`src/rtl/dram_axi_pkg.sv`:
```
// Shared AXI4 read/write engine definitions: protocol constants and FSM states.
package dram_axi_pkg;

    localparam logic [1:0] AXI_BURST_INCR = 2'b01;
    localparam logic [2:0] AXI_SIZE_4B    = 3'b010;
    localparam logic [1:0] AXI_RESP_OKAY  = 2'b00;
    localparam int         AXI_4K_BYTES   = 4096;

    typedef enum logic [1:0] {
        S_IDLE = 2'd0,
        S_AR   = 2'd1,
        S_R    = 2'd2
    } rd_state_e;

endpackage

```
`src/rtl/dram_burst_calc.sv`:
```
// Beat count for the next INCR burst: limited by words left, MAX_BURST and
// the distance to the next 4 KB page boundary. Only the page offset matters.
module dram_burst_calc
    import dram_axi_pkg::*;
#(
    parameter int MAX_BURST = 16
) (
    input  logic [11:0] addr,
    input  logic [31:0] remain,
    output logic [8:0]  len
);

    logic [10:0] room;

    // Pick the smallest of the three limits; addr is word aligned so room >= 1.
    always_comb begin
        room = 11'((13'(AXI_4K_BYTES) - {1'b0, addr}) >> 2);
        len  = 9'(MAX_BURST);
        if (remain < 32'(len))
            len = remain[8:0];
        if (room < {2'b00, len})
            len = room[8:0];
    end

endmodule

```
`src/rtl/dram_read_engine.sv`:
```
// AXI4 read master: fetches read_num words from read_addr as 4 KB-safe INCR
// bursts, one outstanding at a time, and streams them out on buf_dout/buf_we.
module dram_read_engine
    import dram_axi_pkg::*;
#(
    parameter int ADDR_WIDTH = 32,
    parameter int MAX_BURST  = 16,
    parameter int AXI_ID     = 0
) (
    input  logic                  clk,
    input  logic                  rst,
    input  logic                  kick,
    output logic                  busy,
    input  logic [31:0]           read_num,
    input  logic [31:0]           read_addr,
    output logic [31:0]           buf_dout,
    output logic                  buf_we,
    output logic                  err,
    output logic [3:0]            m_axi_arid,
    output logic [ADDR_WIDTH-1:0] m_axi_araddr,
    output logic [7:0]            m_axi_arlen,
    output logic [2:0]            m_axi_arsize,
    output logic [1:0]            m_axi_arburst,
    output logic                  m_axi_arvalid,
    input  logic                  m_axi_arready,
    input  logic [31:0]           m_axi_rdata,
    input  logic [1:0]            m_axi_rresp,
    input  logic                  m_axi_rlast,
    input  logic                  m_axi_rvalid,
    output logic                  m_axi_rready
);

    rd_state_e             state, state_nxt;
    logic [ADDR_WIDTH-1:0] addr, next_addr, calc_addr;
    logic [31:0]           remain, next_remain, calc_remain;
    logic [8:0]            cur_len, beat_cnt, len;
    logic                  start, ar_done, beat, last_beat;
    logic                  unused_addr_lsb;

    assign unused_addr_lsb = ^read_addr[1:0];

    assign m_axi_arid    = 4'(AXI_ID);
    assign m_axi_arsize  = AXI_SIZE_4B;
    assign m_axi_arburst = AXI_BURST_INCR;
    assign m_axi_rready  = (state == S_R);

    assign start     = (state == S_IDLE) && kick && (read_num != 32'd0);
    assign ar_done   = (state == S_AR) && m_axi_arready;
    assign beat      = (state == S_R) && m_axi_rvalid;
    assign last_beat = beat && (beat_cnt == 9'd1);

    // Where the following burst starts once the current one completes.
    assign next_addr   = addr + ADDR_WIDTH'({cur_len, 2'b00});
    assign next_remain = remain - 32'(cur_len);

    // The calculator looks at the kick parameters when idle and at the
    // post-burst position otherwise, so araddr/arlen register on S_AR entry.
    assign calc_addr   = (state == S_IDLE) ? {read_addr[ADDR_WIDTH-1:2], 2'b00} : next_addr;
    assign calc_remain = (state == S_IDLE) ? read_num : next_remain;

    dram_burst_calc #(.MAX_BURST(MAX_BURST)) u_calc (
        .addr   (calc_addr[11:0]),
        .remain (calc_remain),
        .len    (len)
    );

    // State register.
    always_ff @(posedge clk) begin
        if (rst) state <= S_IDLE;
        else     state <= state_nxt;
    end

    // Next state: burst ends on the beat count, never on rlast.
    always_comb begin
        state_nxt = state;
        case (state)
            S_IDLE: if (start) state_nxt = S_AR;
            S_AR:   if (ar_done) state_nxt = S_R;
            S_R:    if (last_beat) state_nxt = (next_remain == 32'd0) ? S_IDLE : S_AR;
            default: state_nxt = S_IDLE;
        endcase
    end

    // Request bookkeeping, AR channel registers, data output and error flag.
    always_ff @(posedge clk) begin
        if (rst) begin
            addr          <= '0;
            remain        <= '0;
            cur_len       <= '0;
            beat_cnt      <= '0;
            busy          <= 1'b0;
            err           <= 1'b0;
            buf_we        <= 1'b0;
            buf_dout      <= '0;
            m_axi_arvalid <= 1'b0;
            m_axi_araddr  <= '0;
            m_axi_arlen   <= '0;
        end else begin
            buf_we <= beat;
            if (beat)
                buf_dout <= m_axi_rdata;

            if (start) begin
                addr          <= calc_addr;
                remain        <= read_num;
                err           <= 1'b0;
                busy          <= 1'b1;
                m_axi_arvalid <= 1'b1;
                m_axi_araddr  <= calc_addr;
                m_axi_arlen   <= 8'(len - 9'd1);
                cur_len       <= len;
            end

            if (ar_done) begin
                m_axi_arvalid <= 1'b0;
                beat_cnt      <= cur_len;
            end

            if (beat) begin
                beat_cnt <= beat_cnt - 9'd1;
                if (m_axi_rresp != AXI_RESP_OKAY || m_axi_rlast != (beat_cnt == 9'd1))
                    err <= 1'b1;
            end

            if (last_beat) begin
                addr   <= next_addr;
                remain <= next_remain;
                if (next_remain == 32'd0) begin
                    busy <= 1'b0;
                end else begin
                    m_axi_arvalid <= 1'b1;
                    m_axi_araddr  <= next_addr;
                    m_axi_arlen   <= 8'(len - 9'd1);
                    cur_len       <= len;
                end
            end
        end
    end

endmodule

```
`config.mk`:
```
export PLATFORM = sky130hd
export DESIGN_NAME = dram_read_engine
export DESIGN_NICKNAME = d
export VERILOG_FILES = /design/src/rtl/dram_axi_pkg.sv /design/src/rtl/dram_burst_calc.sv /design/src/rtl/dram_read_engine.sv
export SDC_FILE = /design/constraint.sdc
export NUM_CORES = 1
export LEC_CHECK = 0
export BUFFER_PORTS_ARGS = -buffer_cell sky130_fd_sc_hd__buf_2
export CAP_MARGIN = 20
export CORE_UTILIZATION = 60
export CTS_CLUSTER_DIAMETER = 100
export DETAILED_ROUTE_END_ITERATION = 10
export HOLD_SLACK_MARGIN = 0.12
export PLACE_DENSITY = 0.86
export SLEW_MARGIN = 20
export SYNTH_ARGS = -nofsm -noshare
export SYNTH_HDL_FRONTEND = slang
export SYNTH_SLANG_ARGS = --single-unit
```
`constraint.sdc`:
```
create_clock -name clk -period 15 [get_ports clk]
set_input_delay 3.75 -clock clk [delete_from_list [all_inputs] [get_ports clk]]
set_output_delay 3.75 -clock clk [all_outputs]
set_load 0.03 [all_outputs]
```
Yosys cells after proc, flatten, opt, wreduce, memory -nomap -nowiden. Index checks and enable logic that the tools add are counted.

Add/sub/neg operators: 5. Order comparisons: 2. Eq/ne operators: 7. Multiplexer cells: 34. Reductions and logical operators: 13.

Operator list (number): two-way mux 32 bit (9); two-way mux 9 bit (7); adder 32 x 11 -> 32 bit (1); zero test 32 bit (1); < comparator 32 x 5 -> 1 bit (second input constant) (1); nonzero test 32 bit (1); subtractor 32 x 9 -> 32 bit (1); two-way mux 8 bit (3); subtractor 13 x 12 -> 13 bit (first input constant) (1); < comparator 11 x 9 -> 1 bit (1); two-way mux 1 bit (11); == test 9 x 1 -> 1 bit (second input constant) (1); subtractor 9 x 1 -> 9 bit (second input constant) (1); subtractor 8 x 1 -> 8 bit (second input constant) (1); two-way mux 2 bit (3); case mux 2 bit (3 select lines) (1); nonzero test 2 bit (3); logical AND 1 bit (5); inequality test 2 bit (second input constant) (2); AND reduction 3 bit (1); == test 2 x 1 -> 1 bit (second input constant) (1); == test 2 bit (second input constant) (1); zero test 2 bit (1); inequality test 2 x 1 -> 1 bit (second input constant) (1); 2 further kinds (2).

Flip-flop bits (word level): 160. Bits of input ports: 104. Output and inout port bits: 86.

Longest topological paths before layout. Gate-level depths: netlist of run 1.

Word-level depth: 10. Gate-level depth with buffers: 28. Mapped depth without buffers: 26.

Cells and area by module. A second synthesis of run 1 with hierarchy kept.

Cell total of the unflattened synthesis: 1305. Area, all modules: 9835.7 sq um.

Modules (own cells, without submodules): dram_read_engine (times used 1, cells each 1234, area each 9275.1 sq um); dram_burst_calc (times used 1, cells each 71, area each 560.5 sq um).

Worst setup path after synthesis of run 1. Ideal clock, no wire load.

Kind: in2reg. Start point: input read_addr[3]. End point: register m_axi_arlen[4]. Setup time: 0.086 ns. Arrival: 7.443 ns. Required time: 14.914 ns. Slack: 7.472 ns. Stages: 22. Buffers on the path: 2. Cells stage by stage: nor4_1 nor2b_1 o31ai_1 nor2_1 nand4_1 xor2_1 ha_1 nand2_1 nor3_1 and3_1 clkbuf_1 o21ai_0 o211ai_1 a21oi_2 buf_4 a21o_1 inv_1 ha_1 o31ai_1 a31o_2 xnor2_1 a211oi_1.

Word-level cells in the longest chain between the ends: 8.

RTL lines: start: declaration (RTL line dram_read_engine.sv:15) `input logic [31:0] read_addr,`; two-way mux 32 bit (*) (RTL line dram_read_engine.sv:58) `assign calc_addr = (state == S_IDLE) ? {read_addr[ADDR_WIDTH-1:2], 2'b00} : next_addr;`; subtractor 13 x 12 -> 13 bit (*) (RTL line dram_burst_calc.sv:17) `room = 11'((13'(AXI_4K_BYTES) - {1'b0, addr}) >> 2);`; < comparator 11 x 9 -> 1 bit (RTL line dram_burst_calc.sv:21) `if (room < {2'b00, len})`; two-way mux 9 bit (*) (RTL line dram_burst_calc.sv:21); subtractor 8 x 1 -> 8 bit (*) (RTL line dram_read_engine.sv:110, dram_read_engine.sv:133); two-way mux 8 bit (RTL line dram_read_engine.sv:103) `if (start) begin`; two-way mux 8 bit (RTL line dram_read_engine.sv:128) `if (next_remain == 32'd0) begin`; two-way mux 8 bit (*) (RTL line dram_read_engine.sv:125) `if (last_beat) begin`; end signal: assignment (RTL line dram_read_engine.sv:110) `m_axi_arlen <= 8'(len - 9'd1);`; end signal: assignment (RTL line dram_read_engine.sv:133) `m_axi_arlen <= 8'(len - 9'd1);`; end: declaration (RTL line dram_read_engine.sv:21) `output logic [7:0] m_axi_arlen,`.

Every way passes the cells marked *; elsewhere a longest branch is shown, timed or not. A chain may end at the register's enable or synchronous reset.

Worst setup path in the final report of run 1.
Start point: input read_num[4]. End point: register m_axi_arlen[4].

Word-level cells in the longest chain between the ends: 9. Elaborated cells on any way between the ends: 11. Classes of those cells: add/sub (1); order compare (2); mux (6); reduce/logical (2).

RTL lines: start: declaration (RTL line dram_read_engine.sv:14) `input logic [31:0] read_num,`; two-way mux 32 bit (RTL line dram_read_engine.sv:59) `assign calc_remain = (state == S_IDLE) ? read_num : next_remain;`; < comparator 32 x 5 -> 1 bit (RTL line dram_burst_calc.sv:19) `if (remain < 32'(len))`; two-way mux 9 bit (RTL line dram_burst_calc.sv:19); < comparator 11 x 9 -> 1 bit (RTL line dram_burst_calc.sv:21); two-way mux 9 bit (RTL line dram_burst_calc.sv:21); subtractor 8 x 1 -> 8 bit (RTL line dram_read_engine.sv:110, dram_read_engine.sv:133); two-way mux 8 bit (RTL line dram_read_engine.sv:103); two-way mux 8 bit (RTL line dram_read_engine.sv:128); two-way mux 8 bit (*) (RTL line dram_read_engine.sv:125).

Marks and branches as above.

==> results.py, run 1 <==
metrics = {
    "run": {
        "cap_violations": 0,
    },
    "layout": {
        "layout_commonest_cell": "nand2_1",
        "seq_area_um2": 3200,
        "layout_common_cells": "214 x nand2_1, 177 x buf_2, 160 x dfxtp_1",
        "area_growth_pct": 15.2,
        "n_antenna_cell": 0,
        "drive_gt1_frac": 0.173,
        "multi_input_area_um2": 6050,
        "fillCellCount": 1325,
        "final_nets": 1549,
        "finish.utilization": 0.707,
    },
    "power_and_ir_drop": {
        "leakage_nw": 4.50,
        "p_clk_frac": 0.322,
        "p_seq_frac": 0.361,
        "combPwrFrac": 0.317,
        "p_sw_mw": 0.513,
        "p_per_area_nw_per_um2": 120,
        "switching_share": 0.382,
        "internal-power_mw": 0.831,
        "irDropWorstVdd_mv": 0.0863,
    },
    "yosys": {
        "ys_seq_elements": 160,
        "async_flop_share": 0,
        "synth_cells": 1289,
        "synth_sequential_area_ratio": 0.330,
        "synth_flop_cell": "dfxtp_1",
        "yosys_warnings": 0,
        "synth_top_area_frac": 0.330,
        "netlist_area_um2": 9720,
        "yosysTopAreaCell": "dfxtp_1",
        "synth_edf_count": 0,
        "synth.area.top_cells": "dfxtp_1 33%, nand2_1 8.3%, a21oi_1 7.0%",
        "yosysUniqueCellTypes": 78,
        "syn_avg_cell_area_um2": 7.54,
    },
    "sta": {
        "max_slew_margin": 0.282,
        "fmax_mhz": 119,
        "period_share": 0.560,
        "worst_pin_slew_ns": 1.08,
        "slew_violations": 0,
        "hold_slack_ns": 0.452,
        "setup_viol": 0,
        "finalWorstSetupSlack_ns": 6.59,
        "period_minus_slack_ns": 8.41,
        "finalHoldViolCount": 0,
        "rsz0062_at_grt": "no",
        "final.setup_skew_ns": 0.0153,
        "tns_ns": 0,
    },
    "clock_tree": {
        "cts_setup_buffers": 0,
        "insertion_delay_ns": 0.45,
        "cts-root-buf": "clkbuf_16",
        "h-tree-depth": 4,
        "cts_hold_buffers": 0,
        "post_cts_resized": 0,
        "cts_sinks": 160,
        "clockBufferDepth": 2,
        "cts.clk_slew.worst_paths_ns": 0.07,
        "cts_tree": "yes",
        "cts_buffers": 17,
    },
    "placed_design": {
        "port_buffers": 178,
        "preCtsSetupSlack_ns": 6.38,
        "place_congestion": 0.966,
        "place_hpwl_um": 19800,
    },
    "worst_setup_path": {
        "crit_type": "input pin to flop",
        "worstPathArrival_ns": 8.75,
        "start_kind": "input pin",
        "cp.required_ns": 15.34,
        "critPathMaxFanout": 11,
        "endpoint_kind": "flop",
    },
    "floorplanning": {
        "core_um2": 15800,
        "row_count": 46,
        "die_h_um": 129,
        "initial_utilization": 0.614,
        "die_area_um2": 16700,
        "ios": 190,
        "die_width_um": 129,
    },
    "routing": {
        "vias_per_cell": 6.25,
        "avgRoutedWirePerCell_um": 17.7,
        "drc": 0,
        "postRouteAntennaNets": 0,
        "totalWireLength_um": 29000,
        "drtPass1Iterations": 5,
        "num_vias": 10300,
        "drt_iter0_markers": 1146,
    },
    "global_routing": {
        "grt_overflow": 0,
        "grt_pass1_wl_um": 45500,
        "antenna_found_initial": 0,
        "grt_max_degree": 106,
        "track_usage": 0.345,
        "grt_pass1_vias": 8983,
    },
    "min_path": {
        "hold_class": "flop to flop",
    },
    "run_status": {
        "outcome": "finished clean",
    },
}
==> cells in the mapped netlist, types with 9 or more instances <==
cell      number
and2_1        12
nand2b_1      11
mux2i_1        9
a21oi_1      136
xnor2_1       26
nand2_1      214
o21ai_0       53
buf_4         10
a211oi_1      42
a21o_1        13
nor4_1        23
o31ai_1       10
a221oi_1      12
and3_1        24
nand3_1       42
a31oi_1       13
dfxtp_1      160
a22oi_1       24
nand4_1       11
nor2_1        89
xor2_1        25
nor3_1        39
inv_1         28
clkbuf_1      73
or4_1          9
ha_1          29
o211ai_1       9
nor2b_1       10
or3_1         15
==> per-stage QoR <==
stage | power, mW | std cells | instance area, um^2
3_5_place_dp | 0.906 | 1611 | 10600
3_3_place_gp | 0.898 | 1611 | 10600
4_1_cts | 1.34 | 1643 | 11200
2_1_floorplan | 0.802 | 1300 | 9760
5_1_grt | 1.40 | 1643 | 11200
6_report | 1.34 | 1643 | 11200
==> worst max-delay path, stage by stage <==
cell and delay [ns]:
buf_2 0.11, nor4_1 0.55, nand4_1 0.19, nor2_1 0.32, nand2_1 0.09, o41a_1 0.29, or2_2 0.38, ha_1 0.27
nand2_1 0.05, nor3_1 0.28, and3_1 0.36, o21ai_0 0.23, o211ai_1 0.35, a21oi_2 0.23, a21o_1 0.27, inv_1 0.06
ha_1 0.22, o31ai_1 0.10, a31o_2 0.24, xnor2_1 0.13, a211oi_1 0.26
==> path summary, 6_finish.rpt <==
check / startpoint / to / slack [ns] / depth (start not counted)
setup reg to reg: cur_len[2] / m_axi_arlen[4] / 7.45 / 24
setup / recovery: read_num[4] / m_axi_arlen[4] / 6.59 / 21
hold reg to reg: err / err / 0.45 / 2
hold / removal: err / err / 0.45 / 2
==> area by class of cell <==
type	count	area share
clock buffers	17	0.0380
clock inverters	15	0.0141
inverters	28	0.00939
multi-input cells	1017	0.541
flip-flops and latches	160	0.286
well taps	216	0.0241
repair buffers	190	0.0878
==> sequential cells by signal, summed over array words and instances (netlist names) <==
signal and cells:
m_axi_araddr 32, addr 32, cur_len 9, beat_cnt 9
buf_we 1, err 1, m_axi_arlen 8, m_axi_arvalid 1
busy 1, remain 32, buf_dout 32, state 2
==> metal layers <==
layer / GRT usage / part of all wire / vias up
li1: - / - / 4898
met1: 0.473 / 0.43 / 4787
met2: 0.547 / 0.47 / 525
met3: 0.0619 / 0.087 / 52
met4: 0.114 / 0.018 / 0
met5: 0 / 0 / -
==> power by group through the flow <==
stage	clock [mW]	sequential, mW	combinational (mW)
final	0.433	0.485	0.426
after global routing	0.451	0.489	0.465
after CTS	0.434	0.484	0.417
after detailed placement	0	0.493	0.413
after global placement	0	0.492	0.406
after floorplan	0	0.509	0.293
==> cell families after synthesis <==
group	Yosys count	share of synthesized area
fa+ha+maj	31	0.0415
buf+inv	123	0.0533
flops	160	0.330
mux	10	0.0104
compound gates	368	0.245
other cells	2	0.000773
xor+xnor	51	0.0460
simple gates	544	0.273
No activity file was read; power rests on OpenSTA's default activity.
==> run 2, diff against run 1 <==
--- a/config.mk
+++ b/config.mk
@@ -7,11 +7,11 @@
 export LEC_CHECK = 0
 export BUFFER_PORTS_ARGS = -buffer_cell sky130_fd_sc_hd__buf_2
 export CAP_MARGIN = 20
-export CORE_UTILIZATION = 60
+export CORE_UTILIZATION = 56
 export CTS_CLUSTER_DIAMETER = 100
 export DETAILED_ROUTE_END_ITERATION = 10
 export HOLD_SLACK_MARGIN = 0.12
-export PLACE_DENSITY = 0.86
+export PLACE_DENSITY = 0.81
 export SLEW_MARGIN = 20
 export SYNTH_ARGS = -nofsm -noshare
 export SYNTH_HDL_FRONTEND = slang
==> constraint.sdc (replaced) <==
create_clock -name clk -period 8.2 [get_ports clk]
set_input_delay 2.05 -clock clk [delete_from_list [all_inputs] [get_ports clk]]
set_output_delay 2.05 -clock clk [all_outputs]
set_load 0.03 [all_outputs]
==> results.py, run 2 (synthesis gave the netlist of run 1 again) <==
metrics = {
    "global_routing": {
        "grt_overflow": 0,
        "gr-usage-met1": 0.443,
        "grt_pass1_vias": 9322,
        "antenna_found_initial": 0,
        "track_usage": 0.328,
        "use_met2": 0.500,
        "met3_usage": 0.0715,
        "grt_max_degree": 93,
        "grt_pass1_wl_um": 46900,
        "grt_most_used_layer": "met2",
    },
    "layout": {
        "n_antenna_cell": 0,
        "design_area_um2": 11200,
        "layout_commonest_cell": "nand2_1",
        "layout.cells.non_filler": 1647,
        "drive_gt1_frac": 0.172,
        "final_nets": 1549,
        "area_growth_pct": 15.2,
        "layout_common_cells": "214 x nand2_1, 177 x buf_2, 160 x dfxtp_1",
    },
    "sta": {
        "rsz0062_at_grt": "no",
        "max_slew_margin": 0.255,
        "final.setup_skew_ns": 0.0128,
        "slew_violations": 0,
        "period_share": 0.910,
        "fmax_mhz": 134,
        "tns_ns": 0,
        "worst_pin_slew_ns": 1.12,
        "finalWorstSetupSlack_ns": 0.742,
        "period_minus_slack_ns": 7.46,
        "finalHoldViolCount": 0,
        "setup_viol": 0,
    },
    "clock_tree": {
        "cts.clk_slew.worst_paths_ns": 0.07,
        "h-tree-depth": 4,
        "cts-root-buf": "clkbuf_16",
        "cts_sinks": 160,
        "clockBufferDepth": 2,
        "cts_buffers": 17,
        "cts_hold_buffers": 0,
        "cts_tree": "yes",
        "cts_setup_buffers": 0,
        "post_cts_resized": 0,
        "insertion_delay_ns": 0.45,
    },
    "worst_setup_path": {
        "worstPathArrival_ns": 7.79,
        "cp.required_ns": 8.53,
        "critPathMaxFanout": 11,
        "endpoint_kind": "flop",
        "crit_type": "flop to flop",
        "start_kind": "flop",
    },
    "placed_design": {
        "place_inst": 1615,
        "place_hpwl_um": 20100,
        "port_buffers": 178,
        "place_congestion": 0.974,
        "preCtsSetupSlack_ns": 1.04,
        "placed_cell_area_um2": 10600,
    },
    "floorplanning": {
        "die_width_um": 134,
        "die_h_um": 134,
        "row_count": 47,
        "core_um2": 16800,
        "ios": 190,
        "initial_utilization": 0.580,
        "die_area_um2": 17900,
    },
    "routing": {
        "postRouteAntennaNets": 0,
        "avgRoutedWirePerCell_um": 17.7,
        "vias_per_cell": 6.17,
        "drt_iter0_markers": 1042,
        "drtPass1Iterations": 5,
        "drc": 0,
        "totalWireLength_um": 29100,
        "num_vias": 10200,
    },
    "power_and_ir_drop": {
        "leakage_nw": 4.50,
        "irDropWorstVdd_mv": 0.179,
        "p_per_area_nw_per_um2": 220,
    },
    "min_path": {
        "hold_class": "flop to flop",
    },
    "run_status": {
        "outcome": "finished clean",
    },
    "run": {
        "cap_violations": 0,
    },
}
==> run 2: report_power, final <==
group / internal (mW) / total [mW] / switching (mW)
Combinational: 0.279 / 0.782 / 0.503
Clock: 0.409 / 0.800 / 0.391
Sequential: 0.832 / 0.887 / 0.0542
==> run 2: path summary, 6_finish.rpt <==
check / start / to / slack, ns / cells after the start
setup / recovery: cur_len[2] / m_axi_arlen[2] / 0.74 / 23
hold / removal: remain[0] / remain[0] / 0.45 / 2
setup reg to reg: cur_len[2] / m_axi_arlen[2] / 0.74 / 23
hold reg to reg: remain[0] / remain[0] / 0.45 / 2
==> run 2: layer usage <==
layer	vias to the layer above	share of wire
met2	483	0.45
met4	0	0.030
li1	4905	-
met5	-	0
met1	4714	0.43
met3	64	0.088
==> run 2: critical path, stage by stage, from the launching register on <==
cell and delay, ns:
dfxtp_1 0.46, inv_1 0.07, ha_1 0.33, nor2b_1 0.17, o31ai_1 0.61, a211oi_1 0.41
or4_1 0.51, xnor2_1 0.17, or4_1 0.57, o41a_1 0.60, inv_1 0.29, ha_1 0.29
a21oi_1 0.13, nor2_1 0.07, a211oi_1 0.26, o21ai_0 0.11, a21oi_1 0.23, o211ai_1 0.32
a21oi_2 0.54, a21o_1 0.24, inv_1 0.05, ha_1 0.22, or4_1 0.54, o311ai_1 0.11
==> run 2: final cells by class <==
type,count,area (um^2)
clock buffer,17,425
clock inverter,15,163
fill,1469,5560
inverter,28,105
multi-input combinational,1017,6040
sequential,160,3200
tap,220,275
timing repair buffer,190,983
==> run 2: metrics by stage <==
stage                     power (mW)   util  hold WS (ns)
after floorplan                 1.47      -         0.432
after global placement          1.65  0.633         0.439
after detailed placement        1.66  0.633         0.443
after CTS                       2.46  0.668         0.453
after global routing            2.59  0.668         0.472
final                           2.47  0.668         0.451
